--- config.mk ---
export PLATFORM = sky130hd
export DESIGN_NAME = serial_sub
export DESIGN_NICKNAME = d
export VERILOG_FILES = /design/src/rtl/serial_sub.sv
export SDC_FILE = /design/constraint.sdc
export NUM_CORES = 1
export LEC_CHECK = 0
export BUFFER_PORTS_ARGS = -buffer_cell sky130_fd_sc_hd__buf_2
export CAP_MARGIN = 5
export CORE_ASPECT_RATIO = 0.75
export CORE_MARGIN = 2
export CORE_UTILIZATION = 49
export DETAILED_ROUTE_END_ITERATION = 8
export PLACE_DENSITY = 0.85
export RECOVER_POWER = 100
export SLEW_MARGIN = 20
export SYNTH_ARGS = -nofsm -noshare
export SYNTH_HDL_FRONTEND = slang
export SYNTH_SLANG_ARGS = --single-unit
--- constraint.sdc ---
create_clock -name clk -period 1.5 [get_ports clk]
set_input_delay 0.3 -clock clk [delete_from_list [all_inputs] [get_ports clk]]
set_output_delay 0.3 -clock clk [all_outputs]
set_load 0.02 [all_outputs]
--- src/rtl/serial_sub.sv ---
// Bit-serial two's-complement subtractor: z = x - y, one bit per clock, LSB first.
// A start/busy/done handshake brackets each operation; results hold until the next completion.
module serial_sub #(
  parameter int w = 16
) (
  input  logic         clk,
  input  logic         rst,
  input  logic         start,
  input  logic [w-1:0] x,
  input  logic [w-1:0] y,
  output logic         busy,
  output logic         done,
  output logic [w-1:0] z,
  output logic         borrow,
  output logic         overflow
);

  localparam int CNT_W = (w > 2) ? $clog2(w) : 1;
  localparam logic [CNT_W-1:0] LAST_BIT = CNT_W'(w - 1);

  typedef enum logic [1:0] {IDLE, RUN, DONE} state_t;

  state_t           state, state_nxt;
  logic [w-1:0]     x_sh, y_sh, res_sh;
  logic [CNT_W-1:0] cnt;
  logic             b;
  logic             accept, last;
  logic             xi, yi, d_bit, b_nxt;

  // Full-subtractor cell: returns {borrow_out, difference}.
  function automatic logic [1:0] sub_cell(input logic xb, input logic yb, input logic bi);
    logic dd, bo;
    dd = xb ^ yb ^ bi;
    bo = (~xb & yb) | (~(xb ^ yb) & bi);
    return {bo, dd};
  endfunction

  assign xi             = x_sh[0];
  assign yi             = y_sh[0];
  assign {b_nxt, d_bit} = sub_cell(xi, yi, b);
  assign last           = (cnt == LAST_BIT);

  always_comb begin
    state_nxt = state;
    busy      = 1'b0;
    done      = 1'b0;
    accept    = 1'b0;
    case (state)
      IDLE: begin
        if (start) begin
          accept    = 1'b1;
          state_nxt = RUN;
        end
      end
      RUN: begin
        busy = 1'b1;
        if (last) state_nxt = DONE;
      end
      DONE: begin
        done = 1'b1;
        if (start) begin
          accept    = 1'b1;
          state_nxt = RUN;
        end else begin
          state_nxt = IDLE;
        end
      end
      default: state_nxt = IDLE;
    endcase
  end

  always_ff @(posedge clk) begin
    if (rst) begin
      state    <= IDLE;
      x_sh     <= '0;
      y_sh     <= '0;
      res_sh   <= '0;
      cnt      <= '0;
      b        <= 1'b0;
      z        <= '0;
      borrow   <= 1'b0;
      overflow <= 1'b0;
    end else begin
      state <= state_nxt;
      if (accept) begin
        x_sh <= x;
        y_sh <= y;
        b    <= 1'b0;
        cnt  <= '0;
      end else if (state == RUN) begin
        x_sh   <= x_sh >> 1;
        y_sh   <= y_sh >> 1;
        b      <= b_nxt;
        cnt    <= cnt + CNT_W'(1);
        res_sh <= {d_bit, res_sh[w-1:1]};
        // On the last bit the shift-register LSBs are the original operand sign bits.
        if (last) begin
          z        <= {d_bit, res_sh[w-1:1]};
          borrow   <= b_nxt;
          overflow <= (xi != yi) & (d_bit != xi);
        end
      end
    end
  end

endmodule

==> results of run 1 <==
## cell families after synthesis
logic type	count (synthesis)	share of synthesized area
AOI/OAI and AO/OA	90	0.193
xor gates and xnor gates	3	0.00921
adders and majority gates	3	0.0158
buffers and inverters	35	0.0561
DFF	72	0.505
muxes	1	0.00351
and+or+nand+nor	145	0.217
## sequential cells by signal, indices dropped and copies added, names as in the netlist
| signal | flops |
|---|---|
| b | 1 |
| borrow | 1 |
| cnt | 4 |
| overflow | 1 |
| res_sh | 15 |
| state | 2 |
| x_sh | 16 |
| y_sh | 16 |
| z | 16 |
## worst reg2reg max path, delay by kind of cell, from the launching register on
kind / cells / cell delay (ns)
AO/OA/AOI/OAI: 1 / 0.14
XOR/XNOR: 1 / 0.16
adder cells (fa/ha/maj): 1 / 0.47
buffers and inverters: 1 / 0.04
flip-flops: 1 / 0.34
AND/OR/NAND/NOR: 1 / 0.41
## synth_stat cells (2+ instances only)
cell,count
nand2_1,75
dfxtp_1,72
a21oi_1,40
nor2_1,25
a311oi_1,22
nand3_1,21
buf_2,17
o21ai_0,17
clkbuf_1,15
nor3_1,14
o22ai_1,6
a22oi_1,3
nand2b_1,3
ha_1,2
nor2b_1,2
xor2_1,2
## final cells by class
class                   count  area, um2
fillers                   483       2200
multi-input cells         242       1270
inverters                   2       10.0
flip-flops and latches     72       1440
clock buffers              11        141
clock inverters             5        104
repair buffers             76        443
well taps                  78       97.6
## worst max-delay path by stage
stage	to	slack (ns)	cells past startpoint
floorplan	overflow$_SDFFE_PP0P_	-0.06	5
global placement	overflow$_SDFFE_PP0P_	-0.03	5
detailed placement	overflow$_SDFFE_PP0P_	-0.09	4
CTS	overflow$_SDFFE_PP0P_	-0.11	5
global route	overflow$_SDFFE_PP0P_	-0.17	5
finish	overflow$_SDFFE_PP0P_	-0.14	5
## timing repair
action                     4_1_cts  5_1_grt
resized for setup                2        5
setup buffers                    2        0
setup endpoints to repair        2        7
## routing by layer
layer / vias to the layer above / track usage / share of wire
met5: - / 0 / 0
met4: 0 / 0.0614 / 0.012
met3: 10 / 0.0755 / 0.051
met2: 73 / 0.334 / 0.46
met1: 1222 / 0.280 / 0.47
li1: 1319 / - / -
## power by group through the flow
stage	sequential (mW)	clock [mW]	combinational, mW
2_1_floorplan	2.08	0	0.290
3_3_place_gp	2.09	0	0.435
3_5_place_dp	2.09	0	0.448
4_1_cts	2.05	1.89	0.460
5_1_grt	2.06	1.98	0.509
6_report	2.05	1.87	0.458
## metrics by stage
step	power (mW)	cell area [um2]	setup WS, ns	hold slack (ns)
after floorplan	2.37	2850	-0.0604	0.436
after global placement	2.52	3270	-0.0296	0.445
after detailed placement	2.54	3270	-0.0855	0.458
after CTS	4.40	3540	-0.108	0.195
after global routing	4.55	3510	-0.174	0.194
final	4.37	3510	-0.136	0.214
==> metrics.yaml, run 1 <==
cts:
  cts.sinks: 72
  cts-root-buf: "clkbuf_8"
  cts.htree.levels: 3
  clk_pin_slew_ns: 0.08
  tritoncts: "built"
  cts.path.max_buffers: 2
  ctsHoldBuffers: 0
  clk_latency_ns: 0.34
  cts_inserted_buffers: 9
routing:
  vias: 2624
  wirelength_um: 6520
  post_drt_wl_per_cell_um: 13.4
  drt_iter0_markers: 143
  remaining_drc_errors: 0
  antenna_left: 0
  drt_first_pass_iters: 4
  viasPerCell: 5.40
final_layout:
  layout_commonest_cell: "nand2_1"
  areaGrowthSynthToFinish_pct: 22.9
  finalCoreUtilization: 0.614
  most-common-layout-cells: "nand2_1, dfxtp_1, a21oi_1, buf_2, nor2_1"
  final_nets: 441
  antenna_cells: 0
  final_cells: 486
  drive_above_1_share: 0.196
logic_synthesis:
  syn_inst: 349
  synth_area_leaders: "dfxtp_1, nand2_1, a21oi_1"
  yosysTopAreaCellShare: 0.505
  synthArstFlopShare: 0
  ys_ff_latch: 72
  ys_seq_area_frac: 0.505
  syn-num-nets: 387
  synth_area_mm2: 0.00285
  synth_edf_count: 0
  ys_types: 29
  synthFlopType: "dfxtp_1"
  avgSynthCellArea_um2: 8.17
  synth_warnings: 0
  yosys.area.top_type: "dfxtp_1"
critical_path:
  startpoint_type: "flop"
  cp_max_fo: 2
  r2r_cells: 5
  reg2reg_slack_ns: -0.14
  cp-startpoint: "x_sh[0]$_SDFFE_PP0P_"
  slowest_delay_ns: 0.47
  worstPathArrival_ns: 1.91
  path_delay_family: "adder cells"
  end_kind: "flop"
  crit_type: "flop to flop"
  r2r_end: "overflow$_SDFFE_PP0P_"
  slowest_stage: "fa_1"
  r2r-start: "x_sh[0]$_SDFFE_PP0P_"
  cp.required_ns: 1.77
  cp_cell_sequence: "inv_2 -> fa_1 -> xor2_1 -> or4_1 -> a21oi_1"
  critical_path_buf_inv_count: 1
power_and_ir_drop:
  pwr-share-comb: 0.105
  p_int_mw: 3.34
  seqPwrFrac: 0.469
  p_sw_frac: 0.237
  p_clk_frac: 0.427
  p_sw_mw: 1.04
  power_density_mw_per_mm2: 1250
  vdd_ir_drop_max_uv: 852
  power_leakage_nw: 1.28
sta:
  min_period_ns: 1.64
  max_freq_mhz: 611
  drv_slew: 0
  setup_violations: 5
  period_share: 1.09
  slew_headroom: 0.752
  setup_slack_ns: -0.136
  hold_viol_final: 0
  skew_ns: 0.00809
  final.setup.tns_ns: -0.214
  rsz0062_at_grt: "true"
  tightest_slew_ns: 0.372
placement:
  portBuffers: 54
  place_congestion: 0.763
  place_inst: 468
  hpwlAfterDp_um: 4160
grt:
  grt_pass1_wl_um: 11000
  antenna_found_initial: 0
  grt_max_degree: 41
  grtUsageTotal: 0.213
  grt-ovfl-total: 0
  grt_pass1_vias: 2414
flow_run:
  drv_cap: 0
worst_hold_path:
  hold_path_class: "primary input to flop"
  holdPathStages: 3
  hold_end: "x_sh[15]$_SDFFE_PP0P_"
  hp-start: "x[15]"
die:
  die_w_um: 92.1
  die_h_um: 70.1
  die-area_mm2: 0.00645
  row_count: 24
  start_util: 0.500
  core-area_mm2: 0.00571
  ioPinCount: 55
status:
  failed_checks: "setup timing"
  status: "finished, violations left"
No activity file was read; power rests on OpenSTA's default activity.
==> run 2, diff against run 1 <==
Settings changed: CORE_ASPECT_RATIO 0.75 to 0.6.
==> metrics.yaml, run 2 (synthesis results as in run 1) <==
status:
  status: "finished, violations left"
  failed_checks: "setup timing"
final_layout:
  antenna_cells: 0  # unchanged
  areaGrowthSynthToFinish_pct: 21.7
  regArea_mm2: 0.00144  # unchanged
  drive_above_1_share: 0.187  # -0.00889
  most-common-layout-cells: "nand2_1, dfxtp_1, a21oi_1, buf_2, nor2_1"
  nFillCells: 483  # unchanged
  reg.largest.list: "x_sh (16), y_sh (16), z (16)"
  postLayoutCellArea_mm2: 0.00347  # -1.0%
  final_nets: 439  # -0.45%
  final_cells: 486  # unchanged
  layout_commonest_cell: "nand2_1"
  multiInputGateArea_mm2: 0.00126  # -0.69%
cts:
  cts-root-buf: "clkbuf_8"
  tritoncts: "built"
  cts.path.max_buffers: 2  # unchanged
  cts_inserted_buffers: 9  # unchanged
  clk_pin_slew_ns: 0.07  # about the same
  ctsHoldBuffers: 0  # unchanged
  cts.htree.levels: 3  # unchanged
  cts.sinks: 72  # unchanged
  clk_latency_ns: 0.34  # about the same
sta:
  hold_ws_ns: 0.197  # -0.0165 ns
  skew_ns: 0.00472  # -0.00338 ns
  setup_violations: 1  # -4
  drv_slew: 0  # unchanged
  slew_headroom: 0.723  # -0.0292
  max_freq_mhz: 631  # +3.2%
  tightest_slew_ns: 0.416  # +0.0438 ns
  hold_viol_final: 0  # unchanged
  period_share: 1.06  # -0.0341
  min_period_ns: 1.58  # -0.0512 ns
  final.setup.tns_ns: -0.0850  # +0.129 ns
  rsz0062_at_grt: "true"
  setup_slack_ns: -0.0850  # +0.0512 ns
routing:
  wirelength_um: 6320  # -3.1%
  antenna_left: 0  # unchanged
  vias: 2609  # -0.57%
  post_drt_wl_per_cell_um: 13.0  # -3.1%
  top_layer: "met4"
  drt_first_pass_iters: 4  # unchanged
  wl_met3_um: 291  # -12%
  viasPerCell: 5.37  # -0.57%
  met1_length_um: 3200  # +3.5%
  wl_met2_um: 2680  # -11%
  remaining_drc_errors: 0  # unchanged
  drt_iter0_markers: 143  # unchanged
flow_run:
  drv_cap: 0  # unchanged
critical_path:
  end_kind: "flop"
  cp_max_fo: 2  # unchanged
  worstPathArrival_ns: 1.86  # -0.05 ns
  startpoint_type: "flop"
  cp-startpoint: "x_sh[0]$_SDFFE_PP0P_"
  r2r_end: "overflow$_SDFFE_PP0P_"
  cp.required_ns: 1.78  # about the same
  r2r-start: "x_sh[0]$_SDFFE_PP0P_"
  reg2reg_slack_ns: -0.08  # +0.05 ns
  crit_type: "flop to flop"
  r2r_cells: 5  # unchanged
worst_hold_path:
  hold_path_class: "primary input to flop"
  hold_end: "x_sh[15]$_SDFFE_PP0P_"
  holdPathStages: 3  # unchanged
  hp-start: "x[15]"
die:
  die_h_um: 63.1  # -10%
  start_util: 0.510  # +0.00972
  row_count: 21  # -13%
  ioPinCount: 55  # unchanged
  core-area_mm2: 0.00560  # -1.9%
  die_w_um: 103  # +11%
  die-area_mm2: 0.00647  # +0.21%
placement:
  hpwlAfterDp_um: 4140  # -0.43%
  place_area_mm2: 0.00326  # -0.38%
  portBuffers: 54  # unchanged
  place_congestion: 0.748  # -1.9%
  dp_slack_ns: -0.0719  # +0.0136 ns
  place_inst: 468  # unchanged
grt:
  antenna_found_initial: 0  # unchanged
  grt-ovfl-total: 0  # unchanged
  grt_max_degree: 37  # -9.8%
  grt_pass1_wl_um: 10700  # -2.7%
  grt_pass1_vias: 2266  # -6.1%
  grtUsageTotal: 0.211  # -0.00247
power_and_ir_drop:
  power_density_mw_per_mm2: 1220  # -2.0%
  vdd_ir_drop_max_uv: 595  # -30%
  power_leakage_nw: 1.26  # -1.6%
[run 2: worst max-delay path, cell delays in order (launching register included)]
cell     delay, ns
dfxtp_2       0.34
inv_2         0.04
fa_1          0.47
xor2_1        0.15
or4_1         0.39
a21oi_1       0.13
[run 2: how the worst max path moves through the flow]
stage,slack [ns],to,cells after the start
floorplan,-0.06,overflow$_SDFFE_PP0P_,5
global placement,-0.03,overflow$_SDFFE_PP0P_,5
detailed placement,-0.07,overflow$_SDFFE_PP0P_,5
CTS,-0.08,overflow$_SDFFE_PP0P_,5
global route,-0.14,overflow$_SDFFE_PP0P_,5
finish,-0.08,overflow$_SDFFE_PP0P_,5
[run 2: final cells by class]
type,instances,area share
inverters,2,0.00360
multi-input cells,242,0.362
flip-flops and latches,72,0.416
repair buffers,74,0.122
clock inverters,2,0.0173
clock buffers,14,0.0497
well taps,80,0.0288
[run 2: power breakdown]
part / switching [mW] / total (mW) / internal (mW) / leakage (nW)
clock network: 0.672 / 1.75 / 1.08 / 0.117
registers: 0.0502 / 2.05 / 2.00 / 0.589
logic: 0.264 / 0.445 / 0.181 / 0.559
total: 0.986 / 4.24 / 3.26 / 1.26
[run 2: metal layers]
layer  GRT usage  vias up
met5           0        -
met4      0.0883        0
met3      0.0577       14
met2       0.296       60
met1       0.304     1219
li1            -     1316
[run 2: stage by stage]
step                power, mW  utilization
floorplan                2.37            -
global placement         2.52        0.583
detailed placement       2.53        0.583
CTS                      4.28        0.630
global route             4.41        0.620
finish                   4.24        0.620
[run 2: timing repair]
| item | 4_1_cts | 5_1_grt |
|---|---|---|
| setup buffers | 2 | 0 |
| resized for setup | 5 | 1 |
| cloned | 0 | 0 |
| setup endpoints to repair | 2 | 5 |
==> run 3, diff against run 2 <==
Settings changed: CORE_ASPECT_RATIO 0.6 to unset, CORE_MARGIN 2 to 1.5.
==> metrics.yaml, run 3 (synthesis results as in run 1) <==
final_layout:
  final_cells: 479  # -1.4%
  layout_commonest_cell: "nand2_1"
  final_nets: 440  # +0.23%
  nFillCells: 495  # +2.5%
  most-common-layout-cells: "nand2_1, dfxtp_1, a21oi_1, buf_2, nor2_1"
  drive_above_1_share: 0.192  # +0.00445
  antenna_cells: 0  # unchanged
  reg.largest.list: "x_sh (16), y_sh (16), z (16)"
  postLayoutCellArea_mm2: 0.00345  # -0.54%
  finalCoreUtilization: 0.619  # -0.000861
  areaGrowthSynthToFinish_pct: 21.0
critical_path:
  critical_path_buf_inv_count: 1  # unchanged
  startpoint_type: "flop"
  slowest_stage: "fa_1"
  r2r-start: "x_sh[0]$_SDFFE_PP0P_"
  cp_max_fo: 2  # unchanged
  path_delay_family: "adder cells"
  end_kind: "flop"
  cp.required_ns: 1.77  # about the same
  worstPathArrival_ns: 1.88  # +0.02 ns
  slowest_delay_ns: 0.47  # about the same
  cp-startpoint: "x_sh[0]$_SDFFE_PP0P_"
  crit_type: "flop to flop"
  cp_cell_sequence: "inv_2 -> fa_1 -> xor2_1 -> or4_1 -> a21oi_1"
power_and_ir_drop:
  fin_total_pwr_mw: 4.16  # -2.0%
  vdd_ir_drop_max_uv: 634  # +6.7%
  power_leakage_nw: 1.27  # +0.22%
  power_density_mw_per_mm2: 1200  # -1.5%
cts:
  cts-root-buf: "clkbuf_8"
  clk_pin_slew_ns: 0.07  # about the same
  tritoncts: "built"
  cts.path.max_buffers: 2  # unchanged
  ctsHoldBuffers: 0  # unchanged
  cts_setup_buffers: 0  # -2
  cts.htree.levels: 3  # unchanged
  clk_latency_ns: 0.34  # about the same
  cts_inserted_buffers: 9  # unchanged
  cts.sinks: 72  # unchanged
grt:
  grt_pass1_wl_um: 10700  # +0.65%
  grt_pass1_vias: 2417  # +6.7%
  grt_max_degree: 53  # +43%
  grtUsageTotal: 0.220  # +0.00901
  antenna_found_initial: 0  # unchanged
  grt-ovfl-total: 0  # unchanged
sta:
  drv_slew: 0  # unchanged
  tightest_slew_ns: 0.315  # -0.101 ns
  slew_headroom: 0.790  # +0.0674
  setup_slack_ns: -0.111  # -0.0262 ns
  hold_ws_ns: 0.199  # +0.00210 ns
  min_period_ns: 1.61  # +0.0262 ns
  max_freq_mhz: 621  # -1.6%
  period_share: 1.07  # +0.0175
  skew_ns: 0.00762  # +0.00291 ns
  setup_violations: 2  # +1
  final.setup.tns_ns: -0.172  # -0.0868 ns
  rsz0062_at_grt: "true"
  hold_viol_final: 0  # unchanged
worst_hold_path:
  hp-start: "x[15]"
  hold_path_class: "primary input to flop"
flow_run:
  drv_cap: 0  # unchanged
routing:
  drt_first_pass_iters: 4  # unchanged
  vias: 2622  # +0.50%
  wirelength_um: 6420  # +1.6%
  viasPerCell: 5.47  # +2.0%
  post_drt_wl_per_cell_um: 13.4  # +3.1%
  remaining_drc_errors: 0  # unchanged
  drt_iter0_markers: 286  # +100%
  antenna_left: 0  # unchanged
die:
  die-area_mm2: 0.00629  # -2.8%
  ioPinCount: 55  # unchanged
  core-area_mm2: 0.00557  # -0.40%
  start_util: 0.512  # +0.00206
  die_h_um: 79.3  # +26%
  die_w_um: 79.3  # -23%
  row_count: 27  # +29%
placement:
  place_congestion: 0.816  # +9.0%
  dp_slack_ns: -0.0979  # -0.0260 ns
  place_area_mm2: 0.00327  # +0.38%
  portBuffers: 54  # unchanged
  hpwlAfterDp_um: 4240  # +2.5%
  place_inst: 463  # -1.1%
status:
  status: "finished, violations left"
  failed_checks: "setup timing"
==> run 3: worst paths after layout <==
path	slack, ns	to	cells past startpoint
hold / removal	0.20	x_sh[15]$_SDFFE_PP0P_	3
setup / recovery	-0.11	overflow$_SDFFE_PP0P_	5
hold reg to reg	0.46	res_sh[1]$_SDFFE_PP0P_	2
setup reg to reg	-0.11	overflow$_SDFFE_PP0P_	5
==> run 3: routing by layer <==
| layer | global-route usage | wire length, um |
|---|---|---|
| met3 | 0.0471 | 215 |
| met1 | 0.270 | 2910 |
| met2 | 0.356 | 3140 |
| met5 | 0 | 0 |
| met4 | 0.125 | 151 |
==> run 3: repair_timing <==
item,CTS,global route
endpoints found under the hold margin,0,0
endpoints found under the setup margin,2,2
resized for setup,1,1
==> run 3: worst register-to-register path: stages, from the launching register on <==
cell	delay (ns)
dfxtp_2	0.34
inv_2	0.04
fa_1	0.47
xor2_1	0.15
or4_1	0.40
a21oi_1	0.15
==> run 3: power by group <==
group          leakage (nW)  internal (mW)  switching (mW)
clock network         0.110          0.938           0.727
logic                 0.569          0.185           0.259
registers             0.589           2.00          0.0485
==> run 3: layout make-up <==
class                      count  area [um2]  share of cell area
timing repair buffer          75         438               0.127
clock inverter                 7        95.1              0.0275
tap                           72        90.1              0.0261
sequential                    72        1440               0.418
clock buffer                   9         124              0.0359
multi-input combinational    242        1250               0.363
inverter                       2        7.51             0.00217
